--- config.mk ---
export PLATFORM = sky130hd
export DESIGN_NAME = fft_ctrl_axil
export DESIGN_NICKNAME = d
export VERILOG_FILES = /design/src/rtl/fft_ctrl_axil.sv
export SDC_FILE = /design/constraint.sdc
export NUM_CORES = 1
export LEC_CHECK = 0
export CAP_MARGIN = 20
export CORE_MARGIN = 4
export CORE_UTILIZATION = 53
export CTS_CLUSTER_DIAMETER = 100
export CTS_CLUSTER_SIZE = 10
export DETAILED_ROUTE_END_ITERATION = 7
export GPL_ROUTABILITY_DRIVEN = 0
export GPL_TIMING_DRIVEN = 1
export MAX_ROUTING_LAYER = met4
export PLACE_DENSITY = 0.91
export SYNTH_ARGS = -nofsm -noshare
export SYNTH_HDL_FRONTEND = slang
export SYNTH_SLANG_ARGS = --single-unit
--- constraint.sdc ---
create_clock -name clk -period 5.6 [get_ports clk]
set_input_delay 0.56 -clock clk [delete_from_list [all_inputs] [get_ports clk]]
set_output_delay 0.56 -clock clk [all_outputs]
set_load 0.05 [all_outputs]
--- src/rtl/fft_ctrl_axil.sv ---
// fft_ctrl_axil
//   AXI4-Lite slave register block and run sequencer for the FFT core.
//   Software programs CONFIG and issues COMMANDs (start/stop/abort). The
//   block hands the configuration to the core with a valid/ready handshake,
//   gates the core run, counts completed frames and reports status.
//
//   Optional feature: define FFT_CTRL_IRQ_EN to add IRQ_STATUS (word 4,
//   RW1C) and IRQ_ENABLE (word 5) plus a registered irq output. Without it
//   words 4/5 are unmapped and irq is tied low.
//
// Ports
//   clk, rst_n          single clock, asynchronous active-low reset
//   S_AXI_AW*/W*/B*     write channels (full-word writes, no WSTRB)
//   S_AXI_AR*/R*        read channels
//   fft_ifft/point/final_shift/scaling   configuration to the core
//   fft_cfg_valid/ready configuration handshake
//   fft_run             core enabled to process frames
//   fft_abort           one-cycle flush pulse
//   fft_frame_done      one-cycle pulse per completed frame
//   irq                 interrupt (0 unless FFT_CTRL_IRQ_EN)
//
// Register map (word index = ADDR[ADDR_W-1:2])
//   0 CONFIG      RW  [31] ifft [30:27] point [26:22] final_shift [21:4] scaling
//   1 COMMAND     WO  [1:0] 0=nop 1=start 2=stop 3=abort
//   2 STATUS      RO  [1:0] state [2] cfg_err [3] fft_run
//   3 FRAME_COUNT RO  zero-extended
module fft_ctrl_axil #(
    parameter int C_S_AXI_DATA_WIDTH = 32,
    parameter int C_S_AXI_ADDR_WIDTH = 9,
    parameter int FRAME_CNT_W        = 16
) (
    input  logic                          clk,
    input  logic                          rst_n,
    input  logic [C_S_AXI_ADDR_WIDTH-1:0] S_AXI_AWADDR,
    input  logic                          S_AXI_AWVALID,
    output logic                          S_AXI_AWREADY,
    input  logic [C_S_AXI_DATA_WIDTH-1:0] S_AXI_WDATA,
    input  logic                          S_AXI_WVALID,
    output logic                          S_AXI_WREADY,
    output logic [1:0]                    S_AXI_BRESP,
    output logic                          S_AXI_BVALID,
    input  logic                          S_AXI_BREADY,
    input  logic [C_S_AXI_ADDR_WIDTH-1:0] S_AXI_ARADDR,
    input  logic                          S_AXI_ARVALID,
    output logic                          S_AXI_ARREADY,
    output logic [C_S_AXI_DATA_WIDTH-1:0] S_AXI_RDATA,
    output logic [1:0]                    S_AXI_RRESP,
    output logic                          S_AXI_RVALID,
    input  logic                          S_AXI_RREADY,
    output logic                          fft_ifft,
    output logic [3:0]                    fft_point,
    output logic [4:0]                    fft_final_shift,
    output logic [17:0]                   fft_scaling,
    output logic                          fft_cfg_valid,
    input  logic                          fft_cfg_ready,
    output logic                          fft_run,
    output logic                          fft_abort,
    input  logic                          fft_frame_done,
    output logic                          irq
);

    localparam int IDX_W = C_S_AXI_ADDR_WIDTH - 2;

    typedef enum logic [1:0] {W_ADDR, W_DATA, W_RESP} wr_state_t;
    typedef enum logic [1:0] {
        S_IDLE  = 2'd0,
        S_LOAD  = 2'd1,
        S_RUN   = 2'd2,
        S_DRAIN = 2'd3
    } run_state_t;

    wr_state_t               wst;
    run_state_t              st, st_nxt;
    logic [IDX_W-1:0]        aw_idx;
    logic [IDX_W-1:0]        ar_idx;
    logic [27:0]             cfg_reg;   // CONFIG[31:4]; [3:0] always read as 0
    logic [27:0]             cfg_act;   // snapshot driven to the core
    logic                    cfg_err;
    logic [FRAME_CNT_W-1:0]  frame_cnt;
    logic                    wr_commit, cmd_wr;
    logic                    cmd_start, cmd_stop, cmd_abort;
    logic                    point_ok, start_go, start_bad;
    logic                    wr_mapped;
    logic [31:0]             rd_data;
    logic                    rd_err;
    logic                    unused_ok;

    assign unused_ok = &{1'b0, S_AXI_AWADDR[1:0], S_AXI_ARADDR[1:0], S_AXI_WDATA[3:2]};

    // ---------------- write path ----------------
    assign S_AXI_AWREADY = (wst == W_ADDR);
    assign S_AXI_WREADY  = (wst == W_DATA);
    assign S_AXI_BVALID  = (wst == W_RESP);
    assign wr_commit     = (wst == W_DATA) && S_AXI_WVALID;

`ifdef FFT_CTRL_IRQ_EN
    assign wr_mapped = (aw_idx <= IDX_W'(5));
`else
    assign wr_mapped = (aw_idx <= IDX_W'(3));
`endif

    always_ff @(posedge clk or negedge rst_n) begin
        if (!rst_n) begin
            wst         <= W_ADDR;
            aw_idx      <= '0;
            S_AXI_BRESP <= '0;
        end else begin
            case (wst)
                W_ADDR: if (S_AXI_AWVALID) begin
                    aw_idx <= S_AXI_AWADDR[C_S_AXI_ADDR_WIDTH-1:2];
                    wst    <= W_DATA;
                end
                W_DATA: if (S_AXI_WVALID) begin
                    S_AXI_BRESP <= wr_mapped ? 2'b00 : 2'b10;
                    wst         <= W_RESP;
                end
                W_RESP: if (S_AXI_BREADY) wst <= W_ADDR;
                default: wst <= W_ADDR;
            endcase
        end
    end

    always_ff @(posedge clk or negedge rst_n) begin
        if (!rst_n)
            cfg_reg <= '0;
        else if (wr_commit && aw_idx == IDX_W'(0))
            cfg_reg <= S_AXI_WDATA[31:4];
    end

    // ---------------- command decode ----------------
    assign cmd_wr    = wr_commit && (aw_idx == IDX_W'(1));
    assign cmd_start = cmd_wr && (S_AXI_WDATA[1:0] == 2'd1);
    assign cmd_stop  = cmd_wr && (S_AXI_WDATA[1:0] == 2'd2);
    assign cmd_abort = cmd_wr && (S_AXI_WDATA[1:0] == 2'd3);
    assign point_ok  = (cfg_reg[26:23] >= 4'd3) && (cfg_reg[26:23] <= 4'd12);
    assign start_go  = cmd_start && (st == S_IDLE) && point_ok;
    assign start_bad = cmd_start && (st == S_IDLE) && !point_ok;

    // ---------------- run sequencer ----------------
    always_ff @(posedge clk or negedge rst_n) begin
        if (!rst_n) st <= S_IDLE;
        else        st <= st_nxt;
    end

    always_comb begin
        st_nxt = st;
        if (cmd_abort) begin
            st_nxt = S_IDLE;
        end else begin
            case (st)
                S_IDLE:  if (start_go)       st_nxt = S_LOAD;
                S_LOAD:  if (fft_cfg_ready)  st_nxt = S_RUN;
                S_RUN:   if (cmd_stop)       st_nxt = S_DRAIN;
                S_DRAIN: if (fft_frame_done) st_nxt = S_IDLE;
                default: st_nxt = S_IDLE;
            endcase
        end
    end

    always_comb begin
        fft_cfg_valid = (st == S_LOAD);
        fft_run       = (st == S_RUN);
    end

    assign fft_ifft        = cfg_act[27];
    assign fft_point       = cfg_act[26:23];
    assign fft_final_shift = cfg_act[22:18];
    assign fft_scaling     = cfg_act[17:0];

    always_ff @(posedge clk or negedge rst_n) begin
        if (!rst_n) begin
            cfg_act   <= '0;
            cfg_err   <= 1'b0;
            frame_cnt <= '0;
            fft_abort <= 1'b0;
        end else begin
            fft_abort <= cmd_abort;
            if (start_go) begin
                cfg_act   <= cfg_reg;
                cfg_err   <= 1'b0;
                frame_cnt <= '0;
            end else begin
                if (start_bad) cfg_err <= 1'b1;
                // Counting stays on in DRAIN; a done coinciding with stop is still in RUN.
                if (fft_frame_done && (st == S_RUN || st == S_DRAIN) && frame_cnt != '1)
                    frame_cnt <= frame_cnt + 1'b1;
            end
        end
    end

    // ---------------- interrupt ----------------
`ifdef FFT_CTRL_IRQ_EN
    logic [1:0] irq_status, irq_enable, irq_set, irq_clr;
    logic       irq_q;

    assign irq_set = {start_bad, (st == S_DRAIN) && fft_frame_done && !cmd_abort};
    assign irq_clr = (wr_commit && aw_idx == IDX_W'(4)) ? S_AXI_WDATA[1:0] : 2'b00;

    always_ff @(posedge clk or negedge rst_n) begin
        if (!rst_n) begin
            irq_status <= '0;
            irq_enable <= '0;
            irq_q      <= 1'b0;
        end else begin
            irq_status <= (irq_status & ~irq_clr) | irq_set;
            if (wr_commit && aw_idx == IDX_W'(5)) irq_enable <= S_AXI_WDATA[1:0];
            irq_q <= |(irq_status & irq_enable);
        end
    end
    assign irq = irq_q;
`else
    assign irq = 1'b0;
`endif

    // ---------------- read path ----------------
    assign ar_idx        = S_AXI_ARADDR[C_S_AXI_ADDR_WIDTH-1:2];
    assign S_AXI_ARREADY = !S_AXI_RVALID;

    always_comb begin
        rd_data = '0;
        rd_err  = 1'b0;
        case (ar_idx)
            IDX_W'(0): rd_data = {cfg_reg, 4'b0000};
            IDX_W'(1): rd_data = '0;
            IDX_W'(2): rd_data = {28'd0, fft_run, cfg_err, 2'(st)};
            IDX_W'(3): rd_data = 32'(frame_cnt);
`ifdef FFT_CTRL_IRQ_EN
            IDX_W'(4): rd_data = {30'd0, irq_status};
            IDX_W'(5): rd_data = {30'd0, irq_enable};
`endif
            default:   rd_err  = 1'b1;
        endcase
    end

    always_ff @(posedge clk or negedge rst_n) begin
        if (!rst_n) begin
            S_AXI_RVALID <= 1'b0;
            S_AXI_RDATA  <= '0;
            S_AXI_RRESP  <= '0;
        end else if (!S_AXI_RVALID) begin
            if (S_AXI_ARVALID) begin
                S_AXI_RVALID <= 1'b1;
                S_AXI_RDATA  <= rd_data;
                S_AXI_RRESP  <= rd_err ? 2'b10 : 2'b00;
            end
        end else if (S_AXI_RREADY) begin
            S_AXI_RVALID <= 1'b0;
        end
    end

endmodule

==> insert_results.sql, run 1 <==
INSERT INTO impl_metrics (metric_group, metric, value, unit) VALUES
('clock_network', 'ctsResizeCount', '0', ''),
('floorplanning', 'ios', '132', ''),
('global_routing', 'grt_first_pass_wirelength', '20700', 'um'),
('layout', 'number_of_cells_in_the_finished_layout_apart_from_fillers', '667', ''),
('placement', 'dp_wirelength', '8300', 'um'),
('placement', 'io_buffer_count', '122', ''),
('worst_setup_path', 'timing.critical_path.fanout_max', '5', ''),
('clock_network', 'worst_skew_pair.late_latency', '0.51', 'ns'),
('clock_network', 'cts.sinks', '120', ''),
('clock_network', 'tritoncts.num_buffers', '17', ''),
('sta', 'final.setup.worst_slack', '2.83', 'ns'),
('power_and_ir_drop', 'total_power', '2.70', 'mW'),
('clock_network', 'clk_root_buffer_cell', 'clkbuf_8', ''),
('sta', 'skew', '0.00584', 'ns'),
('drt', 'drt-initial-drc-count', '206', ''),
('floorplanning', 'std_cell_rows', '35', ''),
('synth', 'async_reset_ff_frac', '1.00', ''),
('worst_setup_path', 'slowest_delay', '0.86', 'ns'),
('sta', 'timing_hold_violations_final', '0', ''),
('clock_network', 'post-cts-setup-buffers', '0', ''),
('power_and_ir_drop', 'internal_power', '1.94', 'mW'),
('sta', 'setup_repair_after_global_routing_missed_its_margin', 'no', ''),
('worst_setup_path', 'timing.critical_path.cells', 'inv_1 > ha_1 > clkdlybuf4s50_1', ''),
('floorplanning', 'floorplan.die.height', '106', 'um'),
('sta', 'timing.final.setup_violations', '0', ''),
('floorplanning', 'floorplan.initialDensity', '0.548', ''),
('worst_setup_path', 'r2r_start', 'aw_idx[3]$_DFFE_PN0P_', ''),
('power_and_ir_drop', 'power_switching_share', '0.283', ''),
('power_and_ir_drop', 'vdd.ir_drop.worst', '0.000298', 'V'),
('worst_setup_path', 'regToRegSetupSlack', '3.29', 'ns'),
('layout', 'insertedDiodeCount', '0', ''),
('drt', 'avgRoutedWirePerCell', '19.0', 'um'),
('drt', 'detail-route-antenna-nets', '0', ''),
('drt', 'vias', '3737', ''),
('sta', 'fmax', '360', 'MHz'),
('global_routing', 'grt_max_degree', '64', ''),
('drt', 'finalWirelength', '12700', 'um'),
('sta', 'setup_tns', '0', 'ns'),
('sta', 'finalCriticalPeriod', '2.77', 'ns'),
('worst_setup_path', 'critPathSlowestCell', 'clkdlybuf4s50_1', ''),
('power_and_ir_drop', 'power_per_cell_area', '383', 'nW/um^2'),
('sta', 'fin_crit_sh', '0.495', ''),
('synth', 'synth_cell_types', '45', ''),
('run', 'cap_viol_max_count', '0', ''),
('synth', 'yosys_warnings', '0', ''),
('power_and_ir_drop', 'static_leakage', '3.17', 'nW'),
('clock_network', 'post_cts_hold_buffer_count', '0', ''),
('power_and_ir_drop', 'pwr-share-comb', '0.184', ''),
('synth', 'number_of_instances_in_the_synthesized_netlist', '400', ''),
('synth', 'synth_enable_flop_cells', '0', ''),
('layout', 'layout.nets', '592', ''),
('worst_setup_path', 'worst_r2r_endpoint', 'cfg_act[14]$_DFFE_PN0N_', ''),
('clock_network', 'clk_pin_slew', '0.06', 'ns'),
('power_and_ir_drop', 'switching_power', '0.763', 'mW'),
('synth', 'synth-main-ff-cell', 'dfrtp_1', ''),
('power_and_ir_drop', 'clock_power_share', '0.402', ''),
('layout', 'final_layout_size_suffix_gt1_frac', '0.193', ''),
('sta', 'max-slew-margin-rel', '0.371', ''),
('min_path', 'hold_crit_path_type', 'in2async', ''),
('layout', 'largest_register_ffs', '32', ''),
('floorplanning', 'floorplan.die.width', '106', 'um'),
('worst_setup_path', 'worst_ep_required_time', '5.04', 'ns'),
('clock_network', 'maximum_buffer_depth_of_the_clock_tree', '2', ''),
('layout', 'area.growth.synth_to_final', '37.8', '%'),
('placement', 'place_worst_setup_slack', '2.58', 'ns'),
('worst_setup_path', 'timing.critical_path.buf_inv', '2', ''),
('floorplanning', 'die-area', '11300', 'sq um'),
('outcome', 'run_status', 'finished, final reports clean', ''),
('worst_setup_path', 'critical_path_data_arrival_time', '2.21', 'ns'),
('worst_setup_path', 'startpoint_type', 'register', ''),
('drt', 'drt_pre_antenna_iters', '5', '');
==> worst max-delay path by stage <==
| stage | to | slack (ns) | cells past startpoint | from |
|---|---|---|---|---|
| floorplan | S_AXI_RDATA[22]$_DFFE_PN0P_ | 3.30 | 5 | S_AXI_RVALID$_DFF_PN0_ |
| detailed placement | frame_cnt[12]$_DFFE_PN0P_ | 2.58 | 6 | S_AXI_WVALID |
| global route | fft_run | 2.74 | 3 | st[0]$_DFFE_PN0P_ |
| global placement | frame_cnt[13]$_DFFE_PN0P_ | 2.73 | 6 | S_AXI_WVALID |
| finish | fft_run | 2.83 | 3 | st[0]$_DFFE_PN0P_ |
| CTS | fft_run | 2.80 | 3 | st[0]$_DFFE_PN0P_ |
==> synth_stat cells (4+ instances only) <==
cell / instances / area [sq um]
a21oi_1: 4 / 20.0
o21ai_0: 8 / 40.0
nand2_1: 29 / 109
dfrtp_1: 120 / 3000
buf_4: 5 / 37.5
xor2_1: 12 / 105
nand4_1: 8 / 50.1
a22oi_1: 12 / 90.1
inv_1: 10 / 37.5
a22o_1: 16 / 140
nand3_1: 6 / 30.0
nor2_1: 26 / 97.6
ha_1: 5 / 62.6
mux2_2: 62 / 698
clkbuf_1: 10 / 37.5
o31ai_1: 12 / 90.1
mux2i_1: 7 / 70.1
==> logic make-up after synthesis <==
group,synth area share
flip-flops,0.588
AND/OR/NAND/NOR,0.0970
multiplexers,0.153
AO/OA/AOI/OAI,0.0970
buffers and inverters,0.0284
XOR/XNOR,0.0240
adder cells (fa/ha/maj),0.0122
other,0.000734
==> per-stage QoR <==
stage	utilization	hold WS (ns)	area (sq um)
floorplan	-	0.264	5110
global placement	0.689	0.464	6430
detailed placement	0.689	0.475	6430
CTS	0.753	0.150	7020
global route	0.754	0.192	7040
finish	0.754	0.142	7040
==> power groups by stage <==
stage | Combinational [mW] | Clock [mW] | Sequential, mW
5_1_grt | 0.539 | 1.14 | 1.14
6_report | 0.495 | 1.08 | 1.12
3_5_place_dp | 0.494 | 0 | 1.13
2_1_floorplan | 0.325 | 0 | 1.12
3_3_place_gp | 0.471 | 0 | 1.12
4_1_cts | 0.501 | 1.09 | 1.12
==> layer usage <==
metal  GRT usage  up-vias  routed length [um]
li1            -     1689                   -
met1       0.296     1854                5170
met2       0.393      166                6330
met3      0.0650       28                 895
met4      0.0851        0                 310
met5           -        -                   0
==> area by class of cell <==
type                       instances  area (sq um)
inverter                          10          37.5
clock buffer                      21           469
multi-input combinational        251          1970
clock inverter                     8           121
timing repair buffer             128          1270
tap                              129           161
fill                             572          2290
sequential                       120          3000
==> cell usage in the layout (no fill, tap or decap), drive strengths merged, types with 2 or more instances in the layout <==
master	instances
o21ai	8
ha	5
a22oi	12
o21a	3
inv	10
xnor2	2
nor2	26
o31ai	12
conb	3
o2111ai	2
dfrtp	120
nor4	4
buf	6
clkdlybuf4s50	121
and3	3
nand2	29
a211oi	2
a22o	16
nand3	6
nand2b	2
nand4	8
nor2b	3
clkinv	4
mux2	63
o211ai	2
bufinv	3
and2	3
a21oi	4
mux2i	7
clkbuf	22
or4	2
and4	2
nor3	3
xor2	12
Note: power is estimated with default switching activity, not from simulation.
==> inputs of run 2 (changes only) <==
--- a/config.mk
+++ b/config.mk
@@ -7,14 +7,14 @@
 export LEC_CHECK = 0
 export CAP_MARGIN = 20
 export CORE_MARGIN = 4
-export CORE_UTILIZATION = 53
+export CORE_UTILIZATION = 44
 export CTS_CLUSTER_DIAMETER = 100
 export CTS_CLUSTER_SIZE = 10
 export DETAILED_ROUTE_END_ITERATION = 7
 export GPL_ROUTABILITY_DRIVEN = 0
 export GPL_TIMING_DRIVEN = 1
 export MAX_ROUTING_LAYER = met4
-export PLACE_DENSITY = 0.91
+export PLACE_DENSITY = 0.81
 export SYNTH_ARGS = -nofsm -noshare
 export SYNTH_HDL_FRONTEND = slang
 export SYNTH_SLANG_ARGS = --single-unit
==> constraint.sdc (replaced) <==
create_clock -name clk -period 2.3 [get_ports clk]
set_input_delay 0.23 -clock clk [delete_from_list [all_inputs] [get_ports clk]]
set_output_delay 0.23 -clock clk [all_outputs]
set_load 0.05 [all_outputs]
==> run 2 against run 1 <==
- die area is 19% higher
- clock power increased by 150%
- non-clock buffer count increased by 9
- final cell count is 3.7% higher
- critical endpoint is now fft_cfg_valid
- largest cell class unchanged
- largest power group unchanged
- highest routed layer unchanged
==> insert_results.sql, run 2 (synthesis results as in run 1) <==
INSERT INTO impl_metrics (metric_group, metric, value, unit) VALUES
('sta', 'skew', '0.0131', 'ns'),
('worst_setup_path', 'worst_ep_required_time', '2.07', 'ns'),
('layout', 'layout.nets', '601', ''),
('drt', 'post_route_drc', '0', ''),
('floorplanning', 'std_cell_rows', '39', ''),
('drt', 'route.detailed.vias_per_inst', '5.31', ''),
('power_and_ir_drop', 'static_leakage', '3.23', 'nW'),
('sta', 'setup_tns', '0', 'ns'),
('clock_network', 'tritoncts.num_buffers', '17', ''),
('sta', 'timing.final.setup_violations', '0', ''),
('clock_network', 'clk_root_buffer_cell', 'clkbuf_16', ''),
('sta', 'final_max_slew_viol_count', '0', ''),
('layout', 'insertedDiodeCount', '0', ''),
('worst_setup_path', 'critPathSlowestCell', 'clkdlybuf4s50_1', ''),
('drt', 'drt_pre_antenna_iters', '5', ''),
('clock_network', 'maximum_buffer_depth_of_the_clock_tree', '2', ''),
('drt', 'detail-route-antenna-nets', '0', ''),
('drt', 'drt-initial-drc-count', '147', ''),
('layout', 'largest_register_ffs', '32', ''),
('worst_setup_path', 'critical_path_data_arrival_time', '1.94', 'ns'),
('sta', 'setup_repair_after_global_routing_missed_its_margin', 'no', ''),
('layout', 'layout.core_utilization', '0.629', ''),
('clock_network', 'post-cts-setup-buffers', '0', ''),
('worst_setup_path', 'r2r_start', 'aw_idx[3]$_DFFE_PN0P_', ''),
('power_and_ir_drop', 'power_per_cell_area', '919', 'nW/um^2'),
('worst_setup_path', 'reg2reg_depth', '6', ''),
('sta', 'finalCriticalPeriod', '2.17', 'ns'),
('layout', 'final_layout_size_suffix_gt1_frac', '0.204', ''),
('drt', 'vias', '3677', ''),
('drt', 'avgRoutedWirePerCell', '17.2', 'um'),
('outcome', 'run_status', 'finished, final reports clean', ''),
('worst_setup_path', 'timing.critical_path.fanout_max', '5', ''),
('power_and_ir_drop', 'total_power', '6.58', 'mW'),
('sta', 'fin_crit_sh', '0.942', ''),
('layout', 'regArea', '3000', 'sq um'),
('floorplanning', 'floorplan.die.height', '116', 'um'),
('clock_network', 'cts.sinks', '120', ''),
('floorplanning', 'die-area', '13400', 'sq um'),
('worst_setup_path', 'critical_path_endpoint_category', 'output pin', ''),
('worst_setup_path', 'timing.critical_path.cells', 'inv_1 > ha_1 > clkdlybuf4s50_1', ''),
('sta', 'max-slew-margin-rel', '0.633', ''),
('run', 'cap_viol_max_count', '0', ''),
('layout', 'multiInputGateArea', '1980', 'sq um'),
('layout', 'most-common-layout-cells', 'dfrtp_1, clkdlybuf4s50_1, mux2_2', ''),
('floorplanning', 'floorplan.initialDensity', '0.449', ''),
('layout', 'area.growth.synth_to_final', '40.1', '%'),
('floorplanning', 'ios', '132', ''),
('placement', 'io_buffer_count', '122', ''),
('clock_network', 'clk_pin_slew', '0.05', 'ns'),
('floorplanning', 'floorplan.die.width', '116', 'um'),
('global_routing', 'grt_pass1_vias', '3934', ''),
('sta', 'fmax', '462', 'MHz'),
('clock_network', 'worst_skew_pair.late_latency', '0.41', 'ns'),
('global_routing', 'global_route.overflow_total', '0', ''),
('layout', 'filler_cell_count_in_the_final_layout', '897', ''),
('drt', 'finalWirelength', '11900', 'um'),
('worst_setup_path', 'slowest_delay', '0.81', 'ns'),
('global_routing', 'grt_first_pass_wirelength', '19500', 'um'),
('worst_setup_path', 'worstSetupPathType', 'reg2out', ''),
('sta', 'worst_slew_pin_slew', '0.549', 'ns'),
('worst_setup_path', 'worst_r2r_endpoint', 'st[1]$_DFFE_PN0P_', ''),
('clock_network', 'clock_tree_from_tritoncts', 'built', ''),
('min_path', 'hold_crit_path_type', 'in2async', ''),
('global_routing', 'globalRouteTotalUtil', '0.194', ''),
('global_routing', 'antenna_violations_before_repair', '0', ''),
('floorplanning', 'core-area', '11400', 'sq um'),
('worst_setup_path', 'startpoint_type', 'register', ''),
('sta', 'timing_hold_violations_final', '0', ''),
('worst_setup_path', 'regToRegSetupSlack', '0.14', 'ns'),
('clock_network', 'cts.htree.levels', '4', ''),
('global_routing', 'grt_max_degree', '64', ''),
('placement', 'dp_wirelength', '8400', 'um'),
('power_and_ir_drop', 'vdd.ir_drop.worst', '0.000568', 'V');
## run 2: final cells by class
| cell class | instances | share of cell area |
|---|---|---|
| inverter | 10 | 0.00525 |
| tap | 143 | 0.0250 |
| sequential | 120 | 0.420 |
| clock buffer | 22 | 0.0663 |
| timing repair buffer | 137 | 0.190 |
| clock inverter | 9 | 0.0171 |
| multi-input combinational | 251 | 0.277 |
## run 2: metal layers
metal | vias up | track usage | part of all wire
li1 | 1709 | - | -
met1 | 1842 | 0.236 | 0.42
met2 | 113 | 0.307 | 0.49
met3 | 13 | 0.0648 | 0.070
met4 | 0 | 0.0634 | 0.017
met5 | - | - | 0
## run 2: through the flow
stage	worst slack [ns]	std cells	hold WS (ns)	area (sq um)
global route	0.0181	692	0.327	7160
floorplan	0.167	402	-0.0656	5120
finish	0.134	692	0.285	7160
CTS	0.114	692	0.291	7160
detailed placement	0.169	660	0.189	6550
global placement	0.186	660	0.182	6550
## run 2: power by group
part / internal, mW / total, mW / switching, mW
logic: 0.566 / 1.21 / 0.645
clock network: 1.77 / 2.66 / 0.886
registers: 2.41 / 2.71 / 0.293
## run 2: timing repair
action	4_1_cts	5_1_grt
resized for setup	1	0
hold buffers	1	0
endpoints found under the hold margin	29	0
endpoints found under the setup margin	1	0
## run 2: worst max path at each step
stage | from | to | slack (ns) | cells after the start
2_1_floorplan | st[0]$_DFFE_PN0P_ | frame_cnt[5]$_DFFE_PN0P_ | 0.17 | 7
3_3_place_gp | aw_idx[3]$_DFFE_PN0P_ | st[1]$_DFFE_PN0P_ | 0.19 | 6
3_5_place_dp | aw_idx[3]$_DFFE_PN0P_ | st[1]$_DFFE_PN0P_ | 0.17 | 6
4_1_cts | st[1]$_DFFE_PN0P_ | fft_cfg_valid | 0.11 | 3
5_1_grt | aw_idx[3]$_DFFE_PN0P_ | st[1]$_DFFE_PN0P_ | 0.02 | 6
6_report | st[1]$_DFFE_PN0P_ | fft_cfg_valid | 0.13 | 3
## run 2: worst max-delay path, delay by kind of cell (launching register included)
family                     cells  cell delay, ns
adders and majority gates      1            0.19
buffers and inverters          2            0.91
DFF                            1            0.42
